**src/rtl/comm_pkg.sv**
```systemverilog
// Shared types for the FIFO drain stage: occupancy FSM states and buffer depth.
// No logic; types and constants only.
// Imported by fifo_drain_stage and drain_skid_buf.
package comm_pkg;

  // Occupancy-tracking states of the drain stage output buffer.
  typedef enum logic [1:0] {
    S_EMPTY = 2'd0,
    S_ONE   = 2'd1,
    S_TWO   = 2'd2
  } state_e;

  // Entries in the skid buffer; also the credit limit for outstanding FIFO reads.
  localparam int DRAIN_BUF_DEPTH = 2;

endpackage

```
**src/rtl/drain_skid_buf.sv**
```systemverilog
// Purpose: 2-entry head/tail word store with shift-on-pop; head is the presented word.
// Latency: a push is visible at head_dat the cycle after it is taken when the store was empty.
// Backpressure: none internally; the caller never pushes into a full store without a pop.
module drain_skid_buf
  import comm_pkg::*;
#(
  parameter int DATA_WIDTH = 16
) (
  input  logic                  clk,
  input  logic                  rst,
  input  logic                  push,
  input  logic                  pop,
  input  logic [DATA_WIDTH-1:0] push_dat,
  output logic [DATA_WIDTH-1:0] head_dat,
  output logic [1:0]            occ
);

  logic [DATA_WIDTH-1:0] head_q, head_d;
  logic [DATA_WIDTH-1:0] tail_q, tail_d;
  logic [1:0]            occ_q, occ_d;

  // Next head/tail/occupancy: new words land in the first free slot, pops shift tail into head.
  always_comb begin
    head_d = head_q;
    tail_d = tail_q;
    occ_d  = occ_q;
    case ({push, pop})
      2'b10: begin
        if (occ_q == 2'd0) head_d = push_dat;
        else               tail_d = push_dat;
        occ_d = occ_q + 2'd1;
      end
      2'b01: begin
        head_d = tail_q;
        occ_d  = occ_q - 2'd1;
      end
      2'b11: begin
        // Occupancy is unchanged; only the slot receiving the new word differs.
        if (occ_q == 2'(DRAIN_BUF_DEPTH)) begin
          head_d = tail_q;
          tail_d = push_dat;
        end else begin
          head_d = push_dat;
        end
      end
      default: ;
    endcase
  end

  // Storage registers with synchronous reset.
  always_ff @(posedge clk) begin
    if (rst) begin
      head_q <= '0;
      tail_q <= '0;
      occ_q  <= 2'd0;
    end else begin
      head_q <= head_d;
      tail_q <= tail_d;
      occ_q  <= occ_d;
    end
  end

  assign head_dat = head_q;
  assign occ      = occ_q;

endmodule

```
**src/rtl/fifo_drain_stage.sv**
```systemverilog
// Purpose: pops a registered-read FIFO and re-presents its words as a valid/ready stream
//   (optional DRAIN_STATS_EN adds stat_words/stat_stall counters).
// Latency: rd_en in cycle N gives m_valid in cycle N+2 when the stage is idle.
// Backpressure: reads are credited against buffer space, so a stalled sink holds at most 2 words.
module fifo_drain_stage
  import comm_pkg::*;
#(
  parameter int DATA_WIDTH = 16
`ifdef DRAIN_STATS_EN
  ,
  parameter int CNT_WIDTH  = 16
`endif
) (
  input  logic                  clk,
  input  logic                  rst,
  input  logic                  fifo_empty,
  input  logic                  fifo_underflow,
  input  logic [DATA_WIDTH-1:0] fifo_data_out,
  output logic                  fifo_rd_en,
  output logic                  m_valid,
  input  logic                  m_ready,
  output logic [DATA_WIDTH-1:0] m_data,
  output logic                  err_underflow
`ifdef DRAIN_STATS_EN
  ,
  output logic [CNT_WIDTH-1:0]  stat_words,
  output logic [CNT_WIDTH-1:0]  stat_stall
`endif
);

  logic       inflight_q, inflight_d;
  logic       err_q, err_d;
  state_e     state_q, state_d;
  logic [1:0] occ;
  logic       push, pop;

  // A read is only issued when the word it returns is guaranteed a buffer slot.
  assign fifo_rd_en = !rst && !fifo_empty &&
                      (({1'b0, occ} + {2'b00, inflight_q}) < 3'(DRAIN_BUF_DEPTH));
  // Words returning from an underflowed read are garbage and never enter the buffer.
  assign push       = inflight_q && !fifo_underflow;
  assign m_valid    = (occ != 2'd0);
  assign pop        = m_valid && m_ready;

  drain_skid_buf #(
    .DATA_WIDTH (DATA_WIDTH)
  ) u_buf (
    .clk      (clk),
    .rst      (rst),
    .push     (push),
    .pop      (pop),
    .push_dat (fifo_data_out),
    .head_dat (m_data),
    .occ      (occ)
  );

  // Occupancy FSM next-state, read-in-flight tracking and sticky underflow flag.
  always_comb begin
    state_d    = state_q;
    inflight_d = fifo_rd_en;
    err_d      = err_q | fifo_underflow;
    case (state_q)
      S_EMPTY: if (push)              state_d = S_ONE;
      S_ONE:   if (push && !pop)      state_d = S_TWO;
               else if (!push && pop) state_d = S_EMPTY;
      S_TWO:   if (!push && pop)      state_d = S_ONE;
      default:                        state_d = S_EMPTY;
    endcase
  end

  // Control registers with synchronous reset; a read in flight at reset is forgotten.
  always_ff @(posedge clk) begin
    if (rst) begin
      state_q    <= S_EMPTY;
      inflight_q <= 1'b0;
      err_q      <= 1'b0;
    end else begin
      state_q    <= state_d;
      inflight_q <= inflight_d;
      err_q      <= err_d;
    end
  end

  assign err_underflow = err_q;

  // The credit rule must make a push into a full buffer without a pop unreachable.
  a_no_overflow: assert property (@(posedge clk) disable iff (rst)
    !(state_q == S_TWO && push && !pop));
  // The FSM and the buffer's own count must agree.
  a_state_occ: assert property (@(posedge clk) disable iff (rst)
    occ == 2'(state_q));

`ifdef DRAIN_STATS_EN
  logic [CNT_WIDTH-1:0] stat_words_q, stat_words_d;
  logic [CNT_WIDTH-1:0] stat_stall_q, stat_stall_d;

  // Saturating counters of delivered words and sink-stalled cycles.
  always_comb begin
    stat_words_d = stat_words_q;
    stat_stall_d = stat_stall_q;
    if (pop && !(&stat_words_q))                  stat_words_d = stat_words_q + 1'b1;
    if (m_valid && !m_ready && !(&stat_stall_q)) stat_stall_d = stat_stall_q + 1'b1;
  end

  // Counter registers.
  always_ff @(posedge clk) begin
    if (rst) begin
      stat_words_q <= '0;
      stat_stall_q <= '0;
    end else begin
      stat_words_q <= stat_words_d;
      stat_stall_q <= stat_stall_d;
    end
  end

  assign stat_words = stat_words_q;
  assign stat_stall = stat_stall_q;
`endif

endmodule

```
**config.mk**
```make
export PLATFORM = sky130hd
export DESIGN_NAME = fifo_drain_stage
export DESIGN_NICKNAME = d
export VERILOG_FILES = /design/src/rtl/comm_pkg.sv /design/src/rtl/drain_skid_buf.sv /design/src/rtl/fifo_drain_stage.sv
export SDC_FILE = /design/constraint.sdc
export NUM_CORES = 1
export LEC_CHECK = 0
export BUFFER_PORTS_ARGS = -buffer_cell sky130_fd_sc_hd__clkbuf_2
export CAP_MARGIN = 10
export CORE_ASPECT_RATIO = 1.2
export CORE_UTILIZATION = 40
export DETAILED_ROUTE_END_ITERATION = 6
export GPL_TIMING_DRIVEN = 0
export PLACE_DENSITY = 0.59
export SYNTH_ARGS = -nofsm -noshare
export SYNTH_HDL_FRONTEND = slang
export SYNTH_SLANG_ARGS = --single-unit
```
**constraint.sdc**
```tcl
create_clock -name clk -period 2.55 [get_ports clk]
set_clock_uncertainty 0.1 [all_clocks]
set_input_delay 0.51 -clock clk [delete_from_list [all_inputs] [get_ports clk]]
set_output_delay 0.51 -clock clk [all_outputs]
set_load 0.02 [all_outputs]
```
# Yosys cells after proc, flatten, opt, wreduce, memory -nomap -nowiden
# Cells that the tools add are included.
# classes
eq_ne	7
mux	7
n_lt_le_gt_ge	1
bitwise	1
reduce_logical	14
addsub	3
# op_table
op	count
2-to-1 mux 16 bit	4
case mux 16 bit (3 select lines)	1
case mux 16 bit (2 select lines)	1
== test 2 bit, second input constant	3
nonzero test 2 bit	3
logical AND 1 bit	4
!= test 2 x 1 -> 1 bit, second input constant	2
case mux 2 bit (2 select lines)	1
adder 2 x 1 -> 3 bit	1
logical NOT 1 bit	3
less-than comparator 3 x 2 -> 1 bit, second input constant	1
AND reduction 3 bit	1
nonzero test 3 bit	1
adder 2 x 1 -> 2 bit, second input constant	1
== test 2 x 1 -> 1 bit, second input constant	1
logical NOT 2 bit	1
!= test 2 bit, second input constant	1
AND reduction 2 bit	1
subtractor 2 x 1 -> 2 bit, second input constant	1
bitwise OR 1 bit	1
# word_totals
in_bits	21
register_bits	36

# Depth between registers and ports, before layout
# logic_depth
word_depth	5
depth_mapped	11

# Cells and area by module
# From an unflattened synthesis, not the netlist that was laid out.
# unflattened
cells_unflattened	203
area_unflattened_um2	1841.8
# by_module_without_submodules
module	seq_area_each_um2	area_per_inst_um2	n_inst	cells_each
drain_skid_buf	680.7	1741.7	1	195
fifo_drain_stage	40.0	100.1	1	8

# Worst setup path after synthesis
# OpenSTA, ideal clock, no wires.
# synth_path
path_kind	input -> output
from	in rst
to	out fifo_rd_en
setup_slack_ps	42
arrival_time_ps	1898
cell_stages	2
t_required_ps	1940
n_path_buf	1
cell_sequence	buf_1 > a2111oi_0
# synth_via
elab_chain_len	3
# synth_rtl
element	line	source
start, declared	fifo_drain_stage.sv:15	input logic rst,
logical NOT 1 bit	fifo_drain_stage.sv:38	assign fifo_rd_en = !rst && !fifo_empty &&
logical AND 1 bit (2 in series)	fifo_drain_stage.sv:38	
end, declared	fifo_drain_stage.sv:19	output logic fifo_rd_en,
# No other way between the ends.

# Worst setup path in the final report
# Ends and elaborated chain as after synthesis.

==> out/metrics.yaml <==
status: "completed"
finalHoldViolations: 0
crit_family: "buffers and inverters"
cp_slowest_cell: "a2111oi_0"
fin_area_um2: 2190
crit_path_end_kind: "output pin"
crit_cells: 4
grt_overflow: 0
cp_slowest_stage_delay_ps: 440
drive_above_1_share_pct: 39.0
antennaDiodeCount: 0
clk_path_buf_depth: 2
cp_common_cell: "clkbuf_2"
synth_area_um2: 1850
grt_usage_pct: 17.4
ys_seq_area_share_pct: 38.9
synth_cell_type_count: 31
ys_warn_count: 0
antenna_left: 0
syn_inst: 172
rsz0062_at_grt: "no"
post_cts_resize_count: 0
worstPathMaxFanout: 10
cts_root_buf: "clkbuf_8"
die_h_um: 76.5
multi_input_area_um2: 1020
tightest_slew_ps: 658
cp_cell_sequence: "clkbuf_2 -> buf_1 -> a2111oi_0 -> clkbuf_2"
first_global_vias: 1390
min_path_cells: 2
wl_per_cell_um: 14.2
via_per_inst: 5.07
die_area_um2: 4900
critical_path_arrival_ps: 1640
drc_errors: 0
core_area_um2: 4360
register_area_um2: 721
worst_slack_ps: 298
power.density_nw_per_um2: 755
slew_headroom_pct: 56.1
insertion_delay_ps: 280
placement_rows: 26
path_buf_inv: 3
p_comb_share_pct: 35.5
ff2ff_setup_slack_ps: 450
fin_crit_ps: 2250
cts_buffers: 5
clkPwrFrac_pct: 23.2
cts_setup_buffers: 0
gp_routability_congestion: 0.716
drtPass1Iterations: 3
hold_start: "fifo_empty"
min_to: "inflight_q"
fillers: 425
io_pins: 40
ir_drop_uv: 391
p_int_mw: 1.07
grt_first_pass_wirelength_um: 6580
setup_violations: 0
r2r-start: "u_buf.occ[0]"
swShare_pct: 35.4
pre_cts_ws_ps: 268
vias: 1388
cp_data_required_time_ps: 1940
post-route-period-util_pct: 88.3
htree_num_levels: 2
port_buffers: 39
reg2regPathDepth: 10
place_area_um2: 2120
worstSetupPathType: "in -> out"
areaGrowthSynthToFinish_pct: 18.5
drt-total-wl_um: 3900
synth_seq_cells: 36
dieWidth_um: 64.1
cts.clk_slew.worst_paths_ps: 70
finalNetCount: 242
avgSynthCellArea_um2: 10.8
max_cap_violations: 0
dpl.hpwl_um: 2820
grt_max_degree: 11
seq_power_share_pct: 41.3
hp-class: "in -> reg"
p_leak_nw: 0.891
r2r_end: "u_buf.tail_q[8]"
syn-num-nets: 196
power.switching_uw: 586
hold_buffers: 0
drtIter0Drc: 35
setup_tns_ps: 0
utilization_pct: 50.3
start_kind: "primary input"
start_util_pct: 42.5
maxSlewViolCount: 0
cts_tree: "yes"
max_freq_ghz: 0.444
cts.sinks: 36
antenna_found_initial: 0
==> sequential cells by signal, summed over array words and instances, names as in the netlist <==
signal / cells
err_underflow: 1
inflight_q: 1
u_buf.head_dat: 16
u_buf.tail_q: 16
u_buf.occ: 2
==> synth_stat cells (all sizes together) <==
cell	n	share of area, %
nand2b	32	11
o21ai	1	0.27
a2111oi	2	0.95
nor3	16	7.8
nor2b	13	4.4
xnor2	1	0.47
or3	1	0.41
mux2i	16	8.7
xor2	1	0.47
a21oi	3	2.0
dfxtp	36	39
nor2	4	1.2
clkbuf	3	0.61
nand2	4	1.4
a21o	1	0.41
and2b	5	2.0
ha	3	2.0
inv	4	0.95
buf	9	4.4
a221oi	16	11
o21a	1	0.81
==> routing by layer <==
layer | GRT usage (%) | vias to the layer above | share of wire (%)
met5 | 0 | - | 0
met4 | 6.00 | 0 | 1.3
met3 | 5.24 | 5 | 3.7
met2 | 29.4 | 27 | 49
met1 | 20.8 | 662 | 46
li1 | - | 694 | -
==> power groups by stage <==
stage | sequential [mW] | clock [mW] | combinational [mW]
floorplan | 0.764 | 0 | 0.371
global placement | 0.693 | 0 | 0.583
detailed placement | 0.697 | 0 | 0.593
CTS | 0.685 | 0.401 | 0.596
global route | 0.693 | 0.426 | 0.643
finish | 0.684 | 0.384 | 0.588
==> stage by stage <==
stage / instances / hold slack (ps) / power [mW]
2_1_floorplan: 172 / 339 / 1.14
3_3_place_gp: 267 / 350 / 1.28
5_1_grt: 274 / 323 / 1.76
3_5_place_dp: 267 / 357 / 1.29
4_1_cts: 274 / 305 / 1.68
6_report: 274 / 308 / 1.66
==> kinds of logic after synthesis <==
| kind of cell | count (synthesis) | synth area share, % |
|---|---|---|
| fa+ha+maj | 3 | 2.03 |
| compound gates | 24 | 15.4 |
| flops | 36 | 38.9 |
| simple gates | 75 | 28.1 |
| mux | 16 | 8.65 |
| xor+xnor | 2 | 0.947 |
| buf+inv | 16 | 5.95 |
==> worst max-delay path by stage <==
stage	startpoint	to	slack (ps)
floorplan	rst	fifo_rd_en	40
finish	rst	fifo_rd_en	300
global route	rst	fifo_rd_en	190
detailed placement	rst	fifo_rd_en	270
CTS	rst	fifo_rd_en	260
global placement	rst	fifo_rd_en	280
==> area by class of cell <==
class                   instances  share of cell area [%]
plain buffers                  12                    4.22
well taps                      56                    3.19
repair buffers                 39                    8.90
multi-input cells             120                    46.5
clock inverters                 1                   0.228
inverters                       4                   0.799
clock buffers                   6                    3.31
flip-flops and latches         36                    32.9
==> placed cells by master (no fill, tap or decap), drive strengths merged <==
| cell type | synthesis | final |
|---|---|---|
| clkbuf | 3 | 48 |
| a2111oi | 2 | 2 |
| ha | 3 | 3 |
| and2b | 5 | 5 |
| nand2 | 4 | 4 |
| nand2b | 32 | 32 |
| nor3 | 16 | 16 |
| clkinv | 0 | 1 |
| dfxtp | 36 | 36 |
| a221oi | 16 | 16 |
| a21oi | 3 | 3 |
| nor2 | 4 | 4 |
| xnor2 | 1 | 1 |
| mux2i | 16 | 16 |
| buf | 9 | 9 |
| o21ai | 1 | 1 |
| o21a | 1 | 1 |
| nor2b | 13 | 13 |
| xor2 | 1 | 1 |
| or3 | 1 | 1 |
| inv | 4 | 4 |
| a21o | 1 | 1 |
(Power assumes the default switching activity.)
